<file path="src/rtl/usb_bus_reset_gen_pkg.sv">
// Shared types and speed-derived constants for the USB bus reset generator.
// Flip USB_FULL_SPEED to build the low-speed variant.
package types;

  localparam bit USB_FULL_SPEED = 1'b1;

  localparam int USB_CLK_PER_US = USB_FULL_SPEED ? 48 : 6;
  localparam int USB_BIT_CLKS   = USB_FULL_SPEED ? 4 : 4;

  // J state: FS idles D+ high, LS idles D- high
  localparam bit USB_J_DP = USB_FULL_SPEED;
  localparam bit USB_J_DN = !USB_FULL_SPEED;

  typedef enum logic [1:0] {
    RG_IDLE,
    RG_SE0,
    RG_J,
    RG_RECOVERY
  } bus_reset_state_t;

endpackage

</file>
<file path="src/rtl/usb_bus_reset_gen_if.sv">
// Port-controller <-> bus reset generator signal bundle.
// slave is the generator side, master the controller side.
interface usb_bus_reset_gen_if;

  logic start_i;
  logic abort_i;
  logic oe_o;
  logic dp_o;
  logic dn_o;
  logic busy_o;
  logic done_o;

  modport master (
    output start_i, abort_i,
    input  oe_o, dp_o, dn_o, busy_o, done_o
  );

  modport slave (
    input  start_i, abort_i,
    output oe_o, dp_o, dn_o, busy_o, done_o
  );

endinterface

</file>
<file path="src/rtl/usb_us_timer.sv">
// Microsecond time base: prescaler tick plus 16-bit saturating us count.
// clear_i restarts both so each state measures from its own entry.
module usb_us_timer
  import types::*;
(
  input  logic        clk,
  input  logic        clear_i,
  output logic        us_tick_o,
  output logic [15:0] count_o
);

  localparam int PW = $clog2(USB_CLK_PER_US);
  localparam logic [PW-1:0] PRE_LAST = PW'(USB_CLK_PER_US - 1);

  logic [PW-1:0] pre;

  assign us_tick_o = (pre == PRE_LAST);

  always_ff @(posedge clk) begin
    if (clear_i || us_tick_o) pre <= '0;
    else                      pre <= pre + 1'b1;
  end

  always_ff @(posedge clk) begin
    if (clear_i)
      count_o <= '0;
    else if (us_tick_o && count_o != 16'hffff)
      count_o <= count_o + 16'd1;
  end

endmodule

</file>
<file path="src/rtl/usb_bus_reset_gen.sv">
// Host/hub USB bus reset transmitter: SE0 for RESET_US, one bit of J,
// then bus released for RECOVERY_US before reporting done.
module usb_bus_reset_gen
  import types::*;
#(
  parameter int RESET_US    = 10000,
  parameter int RECOVERY_US = 10000
) (
  input  logic clk,
  input  logic reset_i,
  usb_bus_reset_gen_if.slave bus
);

  if (RESET_US < 1 || RESET_US > 65535) begin : g_bad_reset
    $fatal(1, "RESET_US out of range 1..65535");
  end
  if (RECOVERY_US < 1 || RECOVERY_US > 65535) begin : g_bad_rec
    $fatal(1, "RECOVERY_US out of range 1..65535");
  end

  localparam logic [15:0] SE0_LAST = 16'(RESET_US - 1);
  localparam logic [15:0] REC_LAST = 16'(RECOVERY_US - 1);
  localparam logic [1:0]  J_LAST   = 2'(USB_BIT_CLKS - 1);

  bus_reset_state_t state;
  logic [1:0]  bit_cnt;
  logic [15:0] us;
  logic        tick;
  logic        leave;
  logic        clear;

  usb_us_timer u_timer (
    .clk       (clk),
    .clear_i   (clear),
    .us_tick_o (tick),
    .count_o   (us)
  );

  // leave is asserted in the last cycle of a state; clearing the time
  // base on that same edge makes every state duration an exact count
  always_comb begin
    leave = 1'b0;
    unique case (state)
      RG_IDLE:     leave = bus.start_i;
      RG_SE0:      leave = bus.abort_i ||
                           (tick && us == SE0_LAST);
      RG_J:        leave = (bit_cnt == J_LAST);
      RG_RECOVERY: leave = bus.abort_i ||
                           (tick && us == REC_LAST);
    endcase
  end

  assign clear = reset_i || leave;

  always_ff @(posedge clk) begin
    if (reset_i) begin
      state      <= RG_IDLE;
      bit_cnt    <= '0;
      bus.oe_o   <= 1'b0;
      bus.dp_o   <= 1'b0;
      bus.dn_o   <= 1'b0;
      bus.busy_o <= 1'b0;
      bus.done_o <= 1'b0;
    end else begin
      bit_cnt    <= leave ? 2'd0 : bit_cnt + 2'd1;
      bus.done_o <= 1'b0;
      if (leave) begin
        unique case (state)
          RG_IDLE: begin
            state      <= RG_SE0;
            bus.oe_o   <= 1'b1;
            bus.dp_o   <= 1'b0;
            bus.dn_o   <= 1'b0;
            bus.busy_o <= 1'b1;
          end
          RG_SE0: begin
            state    <= RG_J;
            bus.dp_o <= USB_J_DP;
            bus.dn_o <= USB_J_DN;
          end
          RG_J: begin
            state    <= RG_RECOVERY;
            bus.oe_o <= 1'b0;
            bus.dp_o <= 1'b0;
            bus.dn_o <= 1'b0;
          end
          RG_RECOVERY: begin
            state      <= RG_IDLE;
            bus.busy_o <= 1'b0;
            bus.done_o <= 1'b1;
          end
        endcase
      end
    end
  end

endmodule

</file>
<file path="src/flat_wrapper.sv">
// flat-port wrapper written by rule: the top's interface ports become plain ports
module usb_bus_reset_gen_flat import types::*;
#(
  parameter int RESET_US    = 10000,
  parameter int RECOVERY_US = 10000
)
  (clk, reset_i, bus_start_i, bus_abort_i, bus_oe_o, bus_dp_o, bus_dn_o, bus_busy_o, bus_done_o);
  usb_bus_reset_gen_if bus_i ();
  input  logic clk;
  input  logic reset_i;
  input wire logic [$bits(bus_i.start_i)-1:0] bus_start_i;
  input wire logic [$bits(bus_i.abort_i)-1:0] bus_abort_i;
  output wire logic [$bits(bus_i.oe_o)-1:0] bus_oe_o;
  output wire logic [$bits(bus_i.dp_o)-1:0] bus_dp_o;
  output wire logic [$bits(bus_i.dn_o)-1:0] bus_dn_o;
  output wire logic [$bits(bus_i.busy_o)-1:0] bus_busy_o;
  output wire logic [$bits(bus_i.done_o)-1:0] bus_done_o;
  assign bus_i.start_i = bus_start_i;
  assign bus_i.abort_i = bus_abort_i;
  assign bus_oe_o = bus_i.oe_o;
  assign bus_dp_o = bus_i.dp_o;
  assign bus_dn_o = bus_i.dn_o;
  assign bus_busy_o = bus_i.busy_o;
  assign bus_done_o = bus_i.done_o;
  usb_bus_reset_gen #(.RESET_US(RESET_US), .RECOVERY_US(RECOVERY_US)) u_core (.clk(clk), .reset_i(reset_i), .bus(bus_i));
endmodule
</file>
<file path="config.mk">
export PLATFORM = sky130hd
export DESIGN_NAME = usb_bus_reset_gen_flat
export DESIGN_NICKNAME = d
export VERILOG_FILES = /design/src/rtl/usb_bus_reset_gen_pkg.sv /design/src/rtl/usb_bus_reset_gen_if.sv /design/src/rtl/usb_us_timer.sv /design/src/rtl/usb_bus_reset_gen.sv /design/src/flat_wrapper.sv
export SDC_FILE = /design/constraint.sdc
export NUM_CORES = 1
export LEC_CHECK = 0
export BUFFER_PORTS_ARGS = -buffer_cell sky130_fd_sc_hd__buf_4
export CAP_MARGIN = 25
export CORE_MARGIN = 3
export CORE_UTILIZATION = 50
export CTS_CLUSTER_SIZE = 12
export DETAILED_ROUTE_END_ITERATION = 8
export PLACE_DENSITY = 0.74
export SLEW_MARGIN = 25
export SYNTH_ARGS = -nofsm -noshare
export SYNTH_HDL_FRONTEND = slang
export SYNTH_SLANG_ARGS = --single-unit
</file>
<file path="constraint.sdc">
create_clock -name clk -period 2.14 [get_ports clk]
set_input_delay 0.321 -clock clk [delete_from_list [all_inputs] [get_ports clk]]
set_output_delay 0.321 -clock clk [all_outputs]
set_load 0.05 [all_outputs]
</file>
==> results of run 1 <==
## final cells by class
cell class | instances | share of cell area, %
clock inverters | 1 | 0.292
clock buffers | 7 | 3.21
flip-flops and latches | 30 | 35.2
inverters | 4 | 0.876
well taps | 30 | 2.19
multi-input cells | 121 | 49.1
repair buffers | 21 | 9.20
## worst register-to-register path: cells and delay by family (launching register included)
| family | cells | cell delay [ns] |
|---|---|---|
| AO/OA/AOI/OAI | 2 | 0.41 |
| flip-flops | 1 | 0.34 |
| multiplexers | 1 | 0.17 |
| AND/OR/NAND/NOR | 2 | 0.57 |
| adder cells (fa/ha/maj) | 1 | 0.17 |
| buffers and inverters | 2 | 0.29 |
## per-layer routing
metal	global-route usage [%]	up-vias	share of wire [%]
li1	-	612	-
met1	23.3	556	49
met2	30.2	13	46
met3	3.89	5	3.0
met4	10.4	0	1.5
met5	0	-	0
## kinds of logic (layout without fill, tap and decap cells)
group                    after synthesis  in the layout  synth area share [%]
adder cells (fa/ha/maj)                7              7                  6.01
flip-flops                            30             30                  41.2
XOR/XNOR                              16             16                  9.62
AO/OA/AOI/OAI                         17             17                  8.68
AND/OR/NAND/NOR                       75             76                  28.8
buffers and inverters                  7             33                  2.66
multiplexers                           4              4                  2.75
other                                  1              1                 0.257
## sequential cells by signal, summed over array words and instances, names as in the netlist
name	cells
u_core.bus.dp_o	1
u_core.bus.oe_o	1
u_core.bus.busy_o	1
u_core.u_timer.pre	6
u_core.u_timer.count_o	16
u_core.bus.done_o	1
u_core.bit_cnt	2
u_core.state	2
## through the flow
stage / instances / worst slack [ns] / total power [uW]
after floorplan: 157 / 0.0355 / 1060
after global placement: 204 / 0.0481 / 1220
after detailed placement: 204 / -0.0166 / 1240
after CTS: 212 / 0.0277 / 1590
after global routing: 214 / 0.0114 / 1730
final: 214 / 0.0952 / 1620
## synthesized netlist by cell type, drive strengths merged (2+ instances only)
cell type and number:
xnor2 11, or2 3, mux2i 4, dfxtp 30, buf 3, a211oi 2
and4 2, or4 2, nand4 4, and2 2, and3 3, nor4b 3
xor2 5, a21oi 6, nor3b 3, nor4 5, inv 4, nand2 7
o21ai 2, nor2 24, nand3 10, ha 7
## worst max-delay path by stage
stage	to	startpoint	cells after the start	slack [ns]
final	u_core.state[0]	u_core.state[0]	8	0.1
after global routing	u_core.state[0]	u_core.state[0]	8	0.01
after CTS	u_core.bus.dp_o	u_core.state[0]	8	0.03
after detailed placement	u_core.u_timer.count_o[13]	u_core.state[0]	7	-0.02
after global placement	u_core.u_timer.count_o[9]	u_core.state[0]	7	0.05
after floorplan	u_core.u_timer.count_o[8]	u_core.state[0]	8	0.04
## timing repair
| item | 4_1_cts | 5_1_grt |
|---|---|---|
| hold buffers | 0 | 0 |
| buffers inserted | 0 | 1 |
| endpoints found under the setup margin | 18 | 23 |
| resized for setup | 1 | 5 |
| pin swaps | 0 | 4 |
| gates cloned | 0 | 1 |
## power groups by stage
stage,Clock [uW],Sequential (uW),Combinational (uW)
floorplan,0,751,314
global placement,0,669,547
detailed placement,0,673,569
CTS,354,660,574
global route,382,673,679
finish,347,663,609
==> flow_summary.ini, run 1 <==
[place]
dpl-instance-area_um2 = 1620
gp_congestion = 0.808
hpwl_mm = 2.15
io_buffers = 7

[worst_setup_path]
worst_setup_path_end_kind = flop
crit_chain = buf_4, ha_1, o211ai_1, or4_4, o31ai_4, buf_4, mux2i_1, nor2_1
regToRegSetupSlack_ns = 0.1
r2r-start = u_core.state[0]
worst_path_dominant_cell_family = simple AND/OR/NAND/NOR gates
cp_common_cell = buf_4
critPathArrivalTime_ns = 2.27
critPathSlowestCell = or4_4
worstSetupPathType = reg -> reg
worst-path-buf-inv = 2
worstPathRequired_ns = 2.36
r2r_end = u_core.state[0]
max_stage_delay_ns = 0.52
cp-start-kind = flop
reg2reg_depth = 8
crit_fanout = 5

[sta]
finClkSkew_ns = 0.00729
rsz0062_at_grt = no
finalCriticalPeriod_ns = 2.04
tns_ns = 0
hold_viol_final = 0
final-setup-viol-count = 0
holdWs_ns = 0.211
period_share_pct = 95.6
clock.fmax_mhz = 489
slew_violations = 0

[final_layout]
utilization_pct = 65.6
diodes = 0
most-common-layout-cells = 28 x dfxtp_1, 24 x nor2_1, 21 x buf_4, 11 x xnor2_1, 9 x nand3_1
nFillCells = 220
seq_area_um2 = 603
multiInputGateArea_um2 = 841
drive_above_1_share_pct = 22.3
fin_area_um2 = 1710
fin_nets = 194
final_common_cell = dfxtp_1
areaGrowthSynthToFinish_pct = 17.7

[floorplanning]
core_um2 = 2610
io_pins = 9
fp-row-count = 18
die_h_um = 60.0
start_util_pct = 55.7
die_x_um = 60.0
die_area_um2 = 3600

[yosys]
synth_ff_type = dfxtp_1
synth_edf_count = 0
yosys_warnings = 0
async_flop_share_pct = 0
netlist.top_cell.by_area = dfxtp_1
syn_avg_cell_area_um2 = 9.28
synthesis.nets = 168
syn_area_um2 = 1460
syn-instance-count = 157
synth_top_cells_by_area = dfxtp_1 41%, xnor2_1 6.6%, nor2_1 6.2%, ha_1 6.0%, nand3_1 3.1%
yosys_register_bits = 30
seq_area_frac_synth_pct = 41.2
netlist.area_leader.share_pct = 41.2
ys_types = 44

[drt]
drcViolationCount = 0
first_pass_iters = 4
ant_nets = 0
via_count = 1186
dr.first_iter.drc_count = 40
avgRoutedWirePerCell_um = 13.3
wirelength_mm = 2.84
via_per_inst = 5.54

[power_and_ir_drop]
p_per_area_nw_per_um2 = 944
p_sw_uw = 563
p_leak_uw = 0.000640
internal_power_uw = 1060
vdd_drop_max_mv = 1.32
clkPwrFrac_pct = 21.4
p_comb_share_pct = 37.6
swShare_pct = 34.8
p_seq_share_pct = 40.9

[cts]
clkSlewWorstSetupHoldPaths_ns = 0.09
clockBufferDepth = 2
cts_root_buf = clkbuf_4
cts_buffers = 5
clock_sinks = 30
clk_latency_ns = 0.33
htree_num_levels = 2
cts_tree = done

[job]
maxCapViolations = 0

[status]
status = finished, final reports clean

[hold_path]
min_from = reset_i
hold_path_depth = 2
hold_class = in -> reg
hold_end = u_core.bus.dp_o

[grt]
grtUsageTotal_pct = 18.9
antenna_found_initial = 0
grt_pass1_wl_mm = 5.06
grt_pass1_vias = 1198
grt_max_degree = 19
grt.overflow.total = 0
Power figures use the tool's default switching activity.
==> inputs of run 2 (changes only) <==
--- a/config.mk
+++ b/config.mk
@@ -13,3 +13,3 @@
 export DETAILED_ROUTE_END_ITERATION = 8
-export PLACE_DENSITY = 0.74
+export PLACE_DENSITY = 0.7
 export SLEW_MARGIN = 25
==> constraint.sdc (replaced) <==
create_clock -name clk -period 2.14 [get_ports clk]
set_input_delay 0.428 -clock clk [delete_from_list [all_inputs] [get_ports clk]]
set_output_delay 0.428 -clock clk [all_outputs]
set_load 0.05 [all_outputs]
==> run 2 against run 1 <==
Net effect:
- global-route usage is 0.80 points lower
- combinational power is 5.9% higher
- final area is 0.51% lower
- clock-buffer cell count stayed put
- fmax is 1.2% lower
- hold slack better by 0.10 ns
- wire length is 0.46% lower
- critical path depth stayed put
- clock skew hardly changed
==> flow_summary.ini, run 2 (synthesis gave the netlist of run 1 again) <==
[sta]
final-setup-viol-count = 0
finClkSkew_ns = 0.00710
finalCriticalPeriod_ns = 2.07
clock.fmax_mhz = 483
holdWs_ns = 0.313
slew_violations = 0
period_share_pct = 96.7
hold_viol_final = 0
fin_ws_ns = 0.0698

[floorplanning]
die_h_um = 60.0
die_area_um2 = 3600
core_um2 = 2610
fp-row-count = 18
die_x_um = 60.0
io_pins = 9
start_util_pct = 55.7

[final_layout]
drive_above_1_share_pct = 20.9
fin_area_um2 = 1710
largest_registers = u_core.u_timer.count_o (16), u_core.u_timer.pre (6)
max_flop_register = u_core.u_timer.count_o
final_cell_count_no_fill = 212
utilization_pct = 65.3
fin_nets = 193
nFillCells = 216
largest_reg_flops = 16
most-common-layout-cells = 28 x dfxtp_1, 24 x nor2_1, 20 x buf_4, 11 x xnor2_1, 9 x nand3_1
diodes = 0
final_common_cell = dfxtp_1
areaGrowthSynthToFinish_pct = 17.1

[drt]
via_per_inst = 5.53
dr.first_iter.drc_count = 36
first_pass_iters = 4
avgRoutedWirePerCell_um = 13.4
wirelength_mm = 2.83
m1WireLength_mm = 1.37
wl_met3_um = 101
wl_met2_mm = 1.31
top_layer_used = met4
via_count = 1172
drcViolationCount = 0
ant_nets = 0

[worst_setup_path]
worst_setup_path_end_kind = flop
worstPathRequired_ns = 2.36
crit_chain = buf_4, ha_1, o211ai_1, or4_4, o31ai_4, buf_4, mux2i_1, nor2_1
crit_fanout = 4
critPathSlowestCell = or4_4
critPathArrivalTime_ns = 2.29
cp-start-kind = flop
worstSetupPathType = reg -> reg
max_stage_delay_ns = 0.52
cp_common_cell = buf_4

[grt]
grt_max_degree = 19
grt.overflow.total = 0
grt_pass1_wl_mm = 4.86
grtUsageTotal_pct = 18.0
grt_pass1_vias = 1140
antenna_found_initial = 0

[power_and_ir_drop]
p_per_area_nw_per_um2 = 947
p_leak_uw = 0.000628
vdd_drop_max_mv = 1.03

[place]
pre_cts_slack_ns = 0.0119
gp_congestion = 0.778
dp.cells = 201
hpwl_mm = 2.01
io_buffers = 7
dpl-instance-area_um2 = 1610

[cts]
clkSlewWorstSetupHoldPaths_ns = 0.09
cts_root_buf = clkbuf_4
clock_sinks = 30
clockBufferDepth = 2
cts_buffers = 5
clk_latency_ns = 0.32
htree_num_levels = 2
cts_tree = done
hold_buffers = 0

[status]
status = finished, final reports clean

[job]
maxCapViolations = 0

[hold_path]
hold_class = in -> reg
## run 2: area by class of cell
class	count	area [um^2]	share of cell area, %
clock buffers	7	45.0	2.64
inverters	4	15.0	0.880
multi-input cells	120	835	48.9
flip-flops and latches	30	603	35.4
well taps	30	37.5	2.20
repair buffers	21	170	9.98
## run 2: final timing paths
kind	start	cells after the start	slack [ns]	endpoint
max	u_core.state[0]	8	0.07	u_core.state[1]
min	reset_i	2	0.31	u_core.bus.dp_o
max reg2reg	u_core.state[0]	8	0.07	u_core.state[1]
min reg2reg	u_core.bit_cnt[0]	1	0.42	u_core.bit_cnt[0]
## run 2: worst max-delay path, delay by kind of cell, from the launching register on
family / cells / cell delay (ns)
compound gates: 2 / 0.40
fa+ha+maj: 1 / 0.17
buf+inv: 2 / 0.31
flops: 1 / 0.35
mux: 1 / 0.18
simple gates: 2 / 0.57
## run 2: where the power goes
group	switching, uW	internal (uW)	total (uW)
Clock	178	124	301
Sequential	39.1	629	668
Combinational	346	299	645
## run 2: repair_timing
| item | CTS | global route |
|---|---|---|
| pin swaps | 1 | 2 |
| gates resized for setup | 0 | 5 |
| buffers inserted | 0 | 4 |
| endpoints found under the setup margin | 1 | 22 |
## run 2: through the flow
step	power, uW	TNS, ns
floorplan	1060	0
global placement	1220	0
detailed placement	1240	0
CTS	1550	0
global route	1720	-0.0147
finish	1610	0
## run 2: layer usage
metal,up-vias,GRT usage [%]
met2,20,27.8
met3,7,5.83
li1,600,-
met1,545,22.9
met5,-,0
met4,0,7.91
